[config.mk]
export PLATFORM = sky130hd
export DESIGN_NAME = div_control
export DESIGN_NICKNAME = d
export VERILOG_FILES = /design/src/rtl/alu_ctrl_pkg.sv /design/src/rtl/div_iter_counter.sv /design/src/rtl/div_control.sv
export SDC_FILE = /design/constraint.sdc
export NUM_CORES = 1
export LEC_CHECK = 0
export ABC_AREA = 1
export ABC_CLOCK_PERIOD_IN_PS = 1230
export CORE_MARGIN = 8
export CORE_UTILIZATION = 39
export CTS_CLUSTER_SIZE = 12
export DETAILED_ROUTE_END_ITERATION = 7
export HOLD_SLACK_MARGIN = 0.05
export PLACE_DENSITY = 0.79
export SYNTH_ARGS = -nofsm -noshare
export SYNTH_HDL_FRONTEND = slang
export SYNTH_SLANG_ARGS = --single-unit
[constraint.sdc]
create_clock -name clk -period 1.23 [get_ports clk]
set_input_delay 0.246 -clock clk [delete_from_list [all_inputs] [get_ports clk]]
set_output_delay 0.246 -clock clk [all_outputs]
set_load 0.005 [all_outputs]
[src/rtl/alu_ctrl_pkg.sv]
// Shared definitions for the ALU sequencing controllers: state encoding and ALU opcodes.
package alu_ctrl_pkg;

   typedef enum logic [2:0] {
      ST_IDLE  = 3'd0,
      ST_LOAD  = 3'd1,
      ST_SHIFT = 3'd2,
      ST_SUB   = 3'd3,
      ST_CHECK = 3'd4,
      ST_DONE  = 3'd5,
      ST_DZ    = 3'd6
   } ctrl_state_e;

   localparam logic [5:0] ALU_NOP = 6'd0;
   localparam logic [5:0] ALU_ADD = 6'd27;
   localparam logic [5:0] ALU_SUB = 6'd28;

endpackage

[src/rtl/div_iter_counter.sv]
// Iteration counter for the divider: clear, increment, terminal flag at WIDTH-1.
module div_iter_counter #(
   parameter int WIDTH = 32,
   parameter int CNT_W = $clog2(WIDTH)
) (
   input  logic             clk,
   input  logic             rst_n,
   input  logic             clr,
   input  logic             inc,
   output logic [CNT_W-1:0] count,
   output logic             last
);

   logic [CNT_W-1:0] count_q;
   logic [CNT_W-1:0] count_d;

   assign last  = (count_q == CNT_W'(WIDTH - 1));
   assign count = count_q;

   // Stepping past the terminal value returns to zero so the count can never
   // run beyond WIDTH-1 into a phantom extra iteration.
   always_comb begin
      count_d = count_q;
      if (clr) begin
         count_d = '0;
      end else if (inc) begin
         count_d = last ? '0 : count_q + CNT_W'(1);
      end
   end

   always_ff @(posedge clk or negedge rst_n) begin
      if (!rst_n) begin
         count_q <= '0;
      end else begin
         count_q <= count_d;
      end
   end

endmodule

[src/rtl/div_control.sv]
// Restoring-division sequencer driving the shared ALU and remainder/quotient registers.
//
// state | meaning
// IDLE  | waiting for run
// LOAD  | load dividend/divisor, clear iteration count
// SHIFT | shift {remainder, quotient} left by one
// SUB   | ALU computes remainder - divisor
// CHECK | write quotient bit, store difference if non-negative
// DONE  | result valid, waiting for run
// DZ    | divisor was zero, waiting for run
module div_control #(
   parameter int         WIDTH   = 32,
   parameter logic [5:0] ALU_SUB = 6'd28,
   parameter int         CNT_W   = $clog2(WIDTH)
) (
   input  logic       clk,
   input  logic       rst_n,
   input  logic       run,
   input  logic       div_zero,
   input  logic       rem_msb,
   output logic       wrctrl,
   output logic       shlctrl,
   output logic [5:0] addctrl,
   output logic       strctrl,
   output logic       qwr,
   output logic       qbit,
   output logic       busy,
   output logic       ready,
   output logic       dz
);

   import alu_ctrl_pkg::*;

   ctrl_state_e      state_q;
   ctrl_state_e      state_d;
   logic             cnt_clr;
   logic             cnt_inc;
   logic             cnt_last;
   logic [CNT_W-1:0] cnt_val;

   div_iter_counter #(
      .WIDTH (WIDTH),
      .CNT_W (CNT_W)
   ) u_iter_counter (
      .clk   (clk),
      .rst_n (rst_n),
      .clr   (cnt_clr),
      .inc   (cnt_inc),
      .count (cnt_val),
      .last  (cnt_last)
   );

   always_comb begin
      state_d = state_q;
      wrctrl  = 1'b0;
      shlctrl = 1'b0;
      addctrl = ALU_NOP;
      strctrl = 1'b0;
      qwr     = 1'b0;
      qbit    = 1'b0;
      busy    = 1'b0;
      ready   = 1'b0;
      dz      = 1'b0;
      cnt_clr = 1'b0;
      cnt_inc = 1'b0;
      case (state_q)
         ST_IDLE: begin
            if (run) state_d = ST_LOAD;
         end
         ST_LOAD: begin
            wrctrl  = 1'b1;
            busy    = 1'b1;
            cnt_clr = 1'b1;
            state_d = div_zero ? ST_DZ : ST_SHIFT;
         end
         ST_SHIFT: begin
            shlctrl = 1'b1;
            busy    = 1'b1;
            state_d = ST_SUB;
         end
         ST_SUB: begin
            addctrl = ALU_SUB;
            busy    = 1'b1;
            state_d = ST_CHECK;
         end
         ST_CHECK: begin
            // A negative difference means restore: simply skip the store.
            addctrl = ALU_SUB;
            qwr     = 1'b1;
            busy    = 1'b1;
            strctrl = ~rem_msb;
            qbit    = ~rem_msb;
            cnt_inc = 1'b1;
            state_d = cnt_last ? ST_DONE : ST_SHIFT;
         end
         ST_DONE: begin
            ready = 1'b1;
            if (run) state_d = ST_LOAD;
         end
         ST_DZ: begin
            ready = 1'b1;
            dz    = 1'b1;
            if (run) state_d = ST_LOAD;
         end
         default: begin
            state_d = ST_IDLE;
         end
      endcase
   end

   always_ff @(posedge clk or negedge rst_n) begin
      if (!rst_n) begin
         state_q <= ST_IDLE;
      end else begin
         state_q <= state_d;
      end
   end

endmodule

==> results of run 1 <==
-- stage by stage --
step,instance area [um^2],hold WS (ns),setup TNS (ns),util
after floorplan,576,-0.0496,-0.126,-
after global placement,797,0.499,-3.63,0.605
after detailed placement,797,0.504,-4.20,0.605
after CTS,1030,0.279,-3.01,0.783
after global routing,1120,0.304,-5.00,0.848
final,1120,0.271,-4.10,0.848
-- cell families after synthesis --
group | Yosys count | synth area share
xor+xnor | 2 | 0.0313
simple gates | 38 | 0.339
flops | 8 | 0.357
fa+ha+maj | 2 | 0.0446
other cells | 1 | 0.00669
compound gates | 4 | 0.0603
buf+inv | 18 | 0.161
-- synthesized netlist by cell type --
library cell	number
nor2_4	1
nand3_1	14
nand2_1	14
inv_1	7
o211ai_1	1
ha_1	2
xor2_1	1
o21ai_2	3
nor2_2	1
dfrtp_1	8
inv_2	5
nor3_4	1
buf_4	6
nor2_1	4
conb_1	1
nand4_1	1
xnor2_1	1
nand2_2	2
-- routing by layer --
layer,track usage,routed length (um),vias up
met4,0.0756,99,0
met2,0.282,1080,40
met1,0.149,772,333
li1,-,-,332
met3,0.0386,209,14
met5,0,0,-
-- how the worst min path moves through the flow --
stage	endpoint	slack [ns]	cells past startpoint
2_1_floorplan	state_q[0]	-0.05	0
3_3_place_gp	u_iter_counter.count[4]	0.50	2
3_5_place_dp	u_iter_counter.count[4]	0.50	2
4_1_cts	u_iter_counter.count[1]	0.28	1
5_1_grt	u_iter_counter.count[1]	0.30	1
6_report	u_iter_counter.count[0]	0.27	1
-- power groups by stage --
stage / clock, mW / combinational (mW) / sequential (mW)
after floorplan: 0 / 0.568 / 0.446
after global placement: 0 / 1.16 / 0.439
after detailed placement: 0 / 1.19 / 0.449
after CTS: 0.201 / 1.79 / 0.457
after global routing: 0.216 / 2.27 / 0.476
final: 0.200 / 2.12 / 0.469
-- final cells by class --
class	count	area [um^2]
Fill cell	65	200
Clock buffer	3	22.5
Sequential cell	8	204
Timing Repair Buffer	54	454
Inverter	12	52.6
Tap cell	15	18.8
Multi-Input combinational cell	49	365
-- worst max-delay path, delay by kind of cell (launching register included) --
| kind | cells | cell delay (ns) |
|---|---|---|
| buffers and inverters | 3 | 0.32 |
| flip-flops | 1 | 0.46 |
| AND/OR/NAND/NOR | 3 | 0.28 |
-- registers in the layout, summed over array words and instances (netlist names) --
name / flops
state_q: 3
u_iter_counter.count: 5
-- what timing repair did --
action | in CTS | in global routing
gates resized for setup | 73 | 12
pin swaps | 9 | 7
hold buffers | 0 | 0
setup endpoints to repair | 17 | 19
buffers inserted | 22 | 7
==> flow_summary.ini, run 1 <==
[synth]
ys_seq_elements = 8
synthCells = 73
netlist-cell-type-count = 18
yosysSeqAreaShare = 0.357
synth_top_area_frac = 0.357
syn_area_per_cell_um2 = 7.68
synth_area_leader_cell = dfrtp_1
ys_top_cells_by_area = dfrtp_1 (36%), nand3_1 (13%), nand2_1 (9.4%)
synth_warnings = 0
netlist_area_um2 = 561

[worst_setup_path]
rr_endpoint = u_iter_counter.count[4]
start_kind = flop
arrival_ns = 1.31
crit_chain = buf_6 -> nand3_2 -> inv_2 -> nor2_2 -> nand3_1 -> buf_2
required_ns = 0.98
crit_start = state_q[1]
cp_max_fo = 6
r2r-start = state_q[2]
rrSetupSlack_ns = -0.20
rr_worst_depth = 9
crit_path_end = busy
critical-path-slowest-cell = dfrtp_2
path_class = reg2out
critical_path.endpoint_type = primary output
slowest_delay_ns = 0.46

[die]
start_util = 0.425
fp.dieH_um = 53.9
fp-row-count = 13
coreArea_um2 = 1320
die_area_um2 = 2910
die_x_um = 53.9
io_pins = 19

[grt]
grt_pass1_wl_mm = 3.22
grt_overflow_total = 0
grt_max_degree = 9
grt_usage = 0.151
grt_antenna_before_repair = 0
first_global_vias = 712

[placement]
dp.cells = 112
place_hpwl_mm = 1.11
pre_cts_ws_ns = -0.380
portBuffers = 15
gp_congestion = 0.751

[pwr]
p_leak_nw = 0.601
swShare = 0.409
peakVddDrop_mv = 1.25
switching_power_mw = 1.14
power_mw = 2.79
seq_power_share = 0.168
power_density_nw_per_um2 = 2500
p_comb_frac = 0.760
power.internal_mw = 1.65
power_frac_clock = 0.072

[timing]
finalHoldViolations = 0
finalMaxSlewViolations = 0
worst_slack_ns = -0.327
fin_crit_sh = 1.27
rsz0062_at_grt = true
fin_crit_ns = 1.56
finalClockSkew_ns = 0.00742
setup-violations-final = 19
fmax_ghz = 0.642

[clock_network]
clock-sinks = 8
cts_buffer_depth = 2
clk_latency_ns = 0.26
cts_tree = built
path_clk_slew_ns = 0.06
cts-buffers-inserted = 3
cts.htree.levels = 1
cts-root-buf = clkbuf_4

[detailed_routing]
drt_wl_total_mm = 2.17
vias = 719
drt_iter0_markers = 10
wire_per_inst_um = 15.4
antenna_left = 0
via_per_inst = 5.10
firstDrtPassIters = 4
drc_errors = 0

[finish]
syn_to_final_growth_pct = 99.3
layoutNonFillerInstCount = 141
layout_common_cells = buf_4 (28), buf_6 (15), nand2_1 (10)
diodes = 0
fin_nets = 135
drive_gt1_frac = 0.683
layout_commonest_cell = buf_4

[status]
violations = setup timing
status = finished with violations

[run]
drv_cap = 0

[min_path]
hp-class = in2async
Power figures use the tool's default switching activity.
==> run 2, diff against run 1 <==
--- a/config.mk
+++ b/config.mk
@@ -6,12 +6,14 @@
 export NUM_CORES = 1
 export LEC_CHECK = 0
 export ABC_AREA = 1
-export ABC_CLOCK_PERIOD_IN_PS = 1230
+export ABC_CLOCK_PERIOD_IN_PS = 1400
+export CAP_MARGIN = 20
 export CORE_MARGIN = 8
 export CORE_UTILIZATION = 39
 export CTS_CLUSTER_SIZE = 12
 export DETAILED_ROUTE_END_ITERATION = 7
 export HOLD_SLACK_MARGIN = 0.05
+export MAX_ROUTING_LAYER = met4
 export PLACE_DENSITY = 0.79
 export SYNTH_ARGS = -nofsm -noshare
 export SYNTH_HDL_FRONTEND = slang
==> constraint.sdc (replaced) <==
create_clock -name clk -period 1.4 [get_ports clk]
set_input_delay 0.28 -clock clk [delete_from_list [all_inputs] [get_ports clk]]
set_output_delay 0.28 -clock clk [all_outputs]
set_load 0.005 [all_outputs]
==> flow_summary.ini, run 2 (synthesized netlist as in run 1, its figures left out) <==
[worst_setup_path]
arrival_ns = 1.36
cp_max_fo = 5
required_ns = 1.12
rr_endpoint = state_q[0]
path_class = reg2out
r2r-start = state_q[1]
crit_start = state_q[1]
start_kind = flop
critical_path.endpoint_type = primary output
crit_path_end = busy
rr_worst_depth = 9
rrSetupSlack_ns = 0

[detailed_routing]
via_per_inst = 5.16
antenna_left = 0
drt_wl_total_mm = 2.35
vias = 686
drc_errors = 0
firstDrtPassIters = 4
drt_iter0_markers = 18
wire_per_inst_um = 17.7

[clock_network]
clk_latency_ns = 0.25
cts_tree = built
cts_buffer_depth = 2
clock-sinks = 8
cts-buffers-inserted = 3
path_clk_slew_ns = 0.06
cts_hold_buf = 0
cts-root-buf = clkbuf_4
cts.htree.levels = 1

[timing]
finalClockSkew_ns = 0.00375
setup-violations-final = 11
rsz0062_at_grt = true
tns_ns = -1.77
fmax_ghz = 0.608
fin_crit_ns = 1.64
fin_crit_sh = 1.17
finalMaxSlewViolations = 0
worst_slack_ns = -0.245
finalHoldViolations = 0

[placement]
gp_congestion = 0.828
portBuffers = 15
pre_cts_ws_ns = -0.278
place_area_um2 = 790
place_hpwl_mm = 1.12

[grt]
met3_usage = 0.0275
grt_pass1_wl_mm = 3.11
first_global_vias = 687
grt_overflow_total = 0
grt_use_met1 = 0.139
grt_max_degree = 9
grt_antenna_before_repair = 0
grt_use_met2 = 0.282
grt_usage = 0.157
busiest_layer = met2

[finish]
final_cell_area_um2 = 1100
layout_common_cells = buf_4 (23), nand2_1 (12), buf_6 (11)
drive_gt1_frac = 0.712
syn_to_final_growth_pct = 97.1
fin_nets = 127
layout_commonest_cell = buf_4
largest_reg_flops = 5
diodes = 0

[pwr]
p_leak_nw = 0.566
peakVddDrop_mv = 1.21
switching_power_mw = 1.09
seq_power_share = 0.167
power_density_nw_per_um2 = 2240
swShare = 0.440
power.internal_mw = 1.38
p_comb_frac = 0.759
power_frac_clock = 0.074

[min_path]
hp-class = in2async

[die]
die_x_um = 53.9
die_area_um2 = 2910
io_pins = 19
coreArea_um2 = 1320
fp.dieH_um = 53.9
fp-row-count = 13
start_util = 0.425

[status]
status = finished with violations
violations = setup timing

[run]
drv_cap = 0
==> run 2: changes by cell type in the layout (fill, tap and decap cells not counted) <==
cell / previous run / this run
nor2_2: 2 / 1
nand2_1: 10 / 12
nand3_1: 8 / 1
nand2_2: 4 / 3
nand2_4: 2 / 1
buf_12: 0 / 1
buf_6: 15 / 11
inv_1: 5 / 4
buf_4: 28 / 23
inv_6: 0 / 1
nor2_4: 3 / 4
nand3_4: 2 / 4
nand3_2: 4 / 9
==> run 2: layout make-up <==
type / instances / area (um^2)
repair buffers: 46 / 392
multi-input cells: 49 / 410
well taps: 15 / 18.8
clock buffers: 3 / 22.5
flip-flops and latches: 8 / 204
fillers: 78 / 213
inverters: 12 / 57.6
==> run 2: repair_timing <==
item                       in CTS  in global routing
resized for setup              69                 25
setup endpoints to repair      12                 17
pin swaps                       9                 11
buffers inserted               15                  5
==> run 2: metrics by stage <==
stage / total power, mW / utilization / hold WS, ns / cells
2_1_floorplan: 0.887 / - / -0.0156 / 75
3_3_place_gp: 1.43 / 0.599 / 0.493 / 112
3_5_place_dp: 1.45 / 0.599 / 0.508 / 112
4_1_cts: 2.08 / 0.748 / 0.304 / 130
5_1_grt: 2.59 / 0.839 / 0.339 / 133
6_report: 2.47 / 0.839 / 0.303 / 133
==> run 2: routing by layer <==
metal | vias to the layer above | wire length [um]
met4 | 0 | 77
met3 | 8 | 126
li1 | 314 | -
met5 | - | 0
met2 | 31 | 1280
met1 | 333 | 869
==> run 2: power groups by stage <==
stage               clock (mW)  sequential (mW)  combinational [mW]
finish                   0.183            0.414                1.88
global placement             0            0.387                1.04
detailed placement           0            0.393                1.06
CTS                      0.183            0.387                1.52
floorplan                    0            0.391               0.496
global route             0.198            0.419                1.97
==> run 2: worst min path at each step <==
stage / slack [ns] / depth (start not counted) / to
detailed placement: 0.51 / 2 / u_iter_counter.count[4]
CTS: 0.30 / 1 / u_iter_counter.count[3]
finish: 0.30 / 1 / u_iter_counter.count[2]
floorplan: -0.02 / 0 / state_q[0]
global route: 0.34 / 1 / u_iter_counter.count[2]
global placement: 0.49 / 2 / u_iter_counter.count[4]
==> run 2: worst max-delay path: stages, from the launching register on <==
cell and delay, ns:
dfrtp_2 0.44, buf_6 0.14, nor2_4 0.13, nand2_4 0.10, buf_4 0.15, nand3_2 0.04, buf_2 0.11
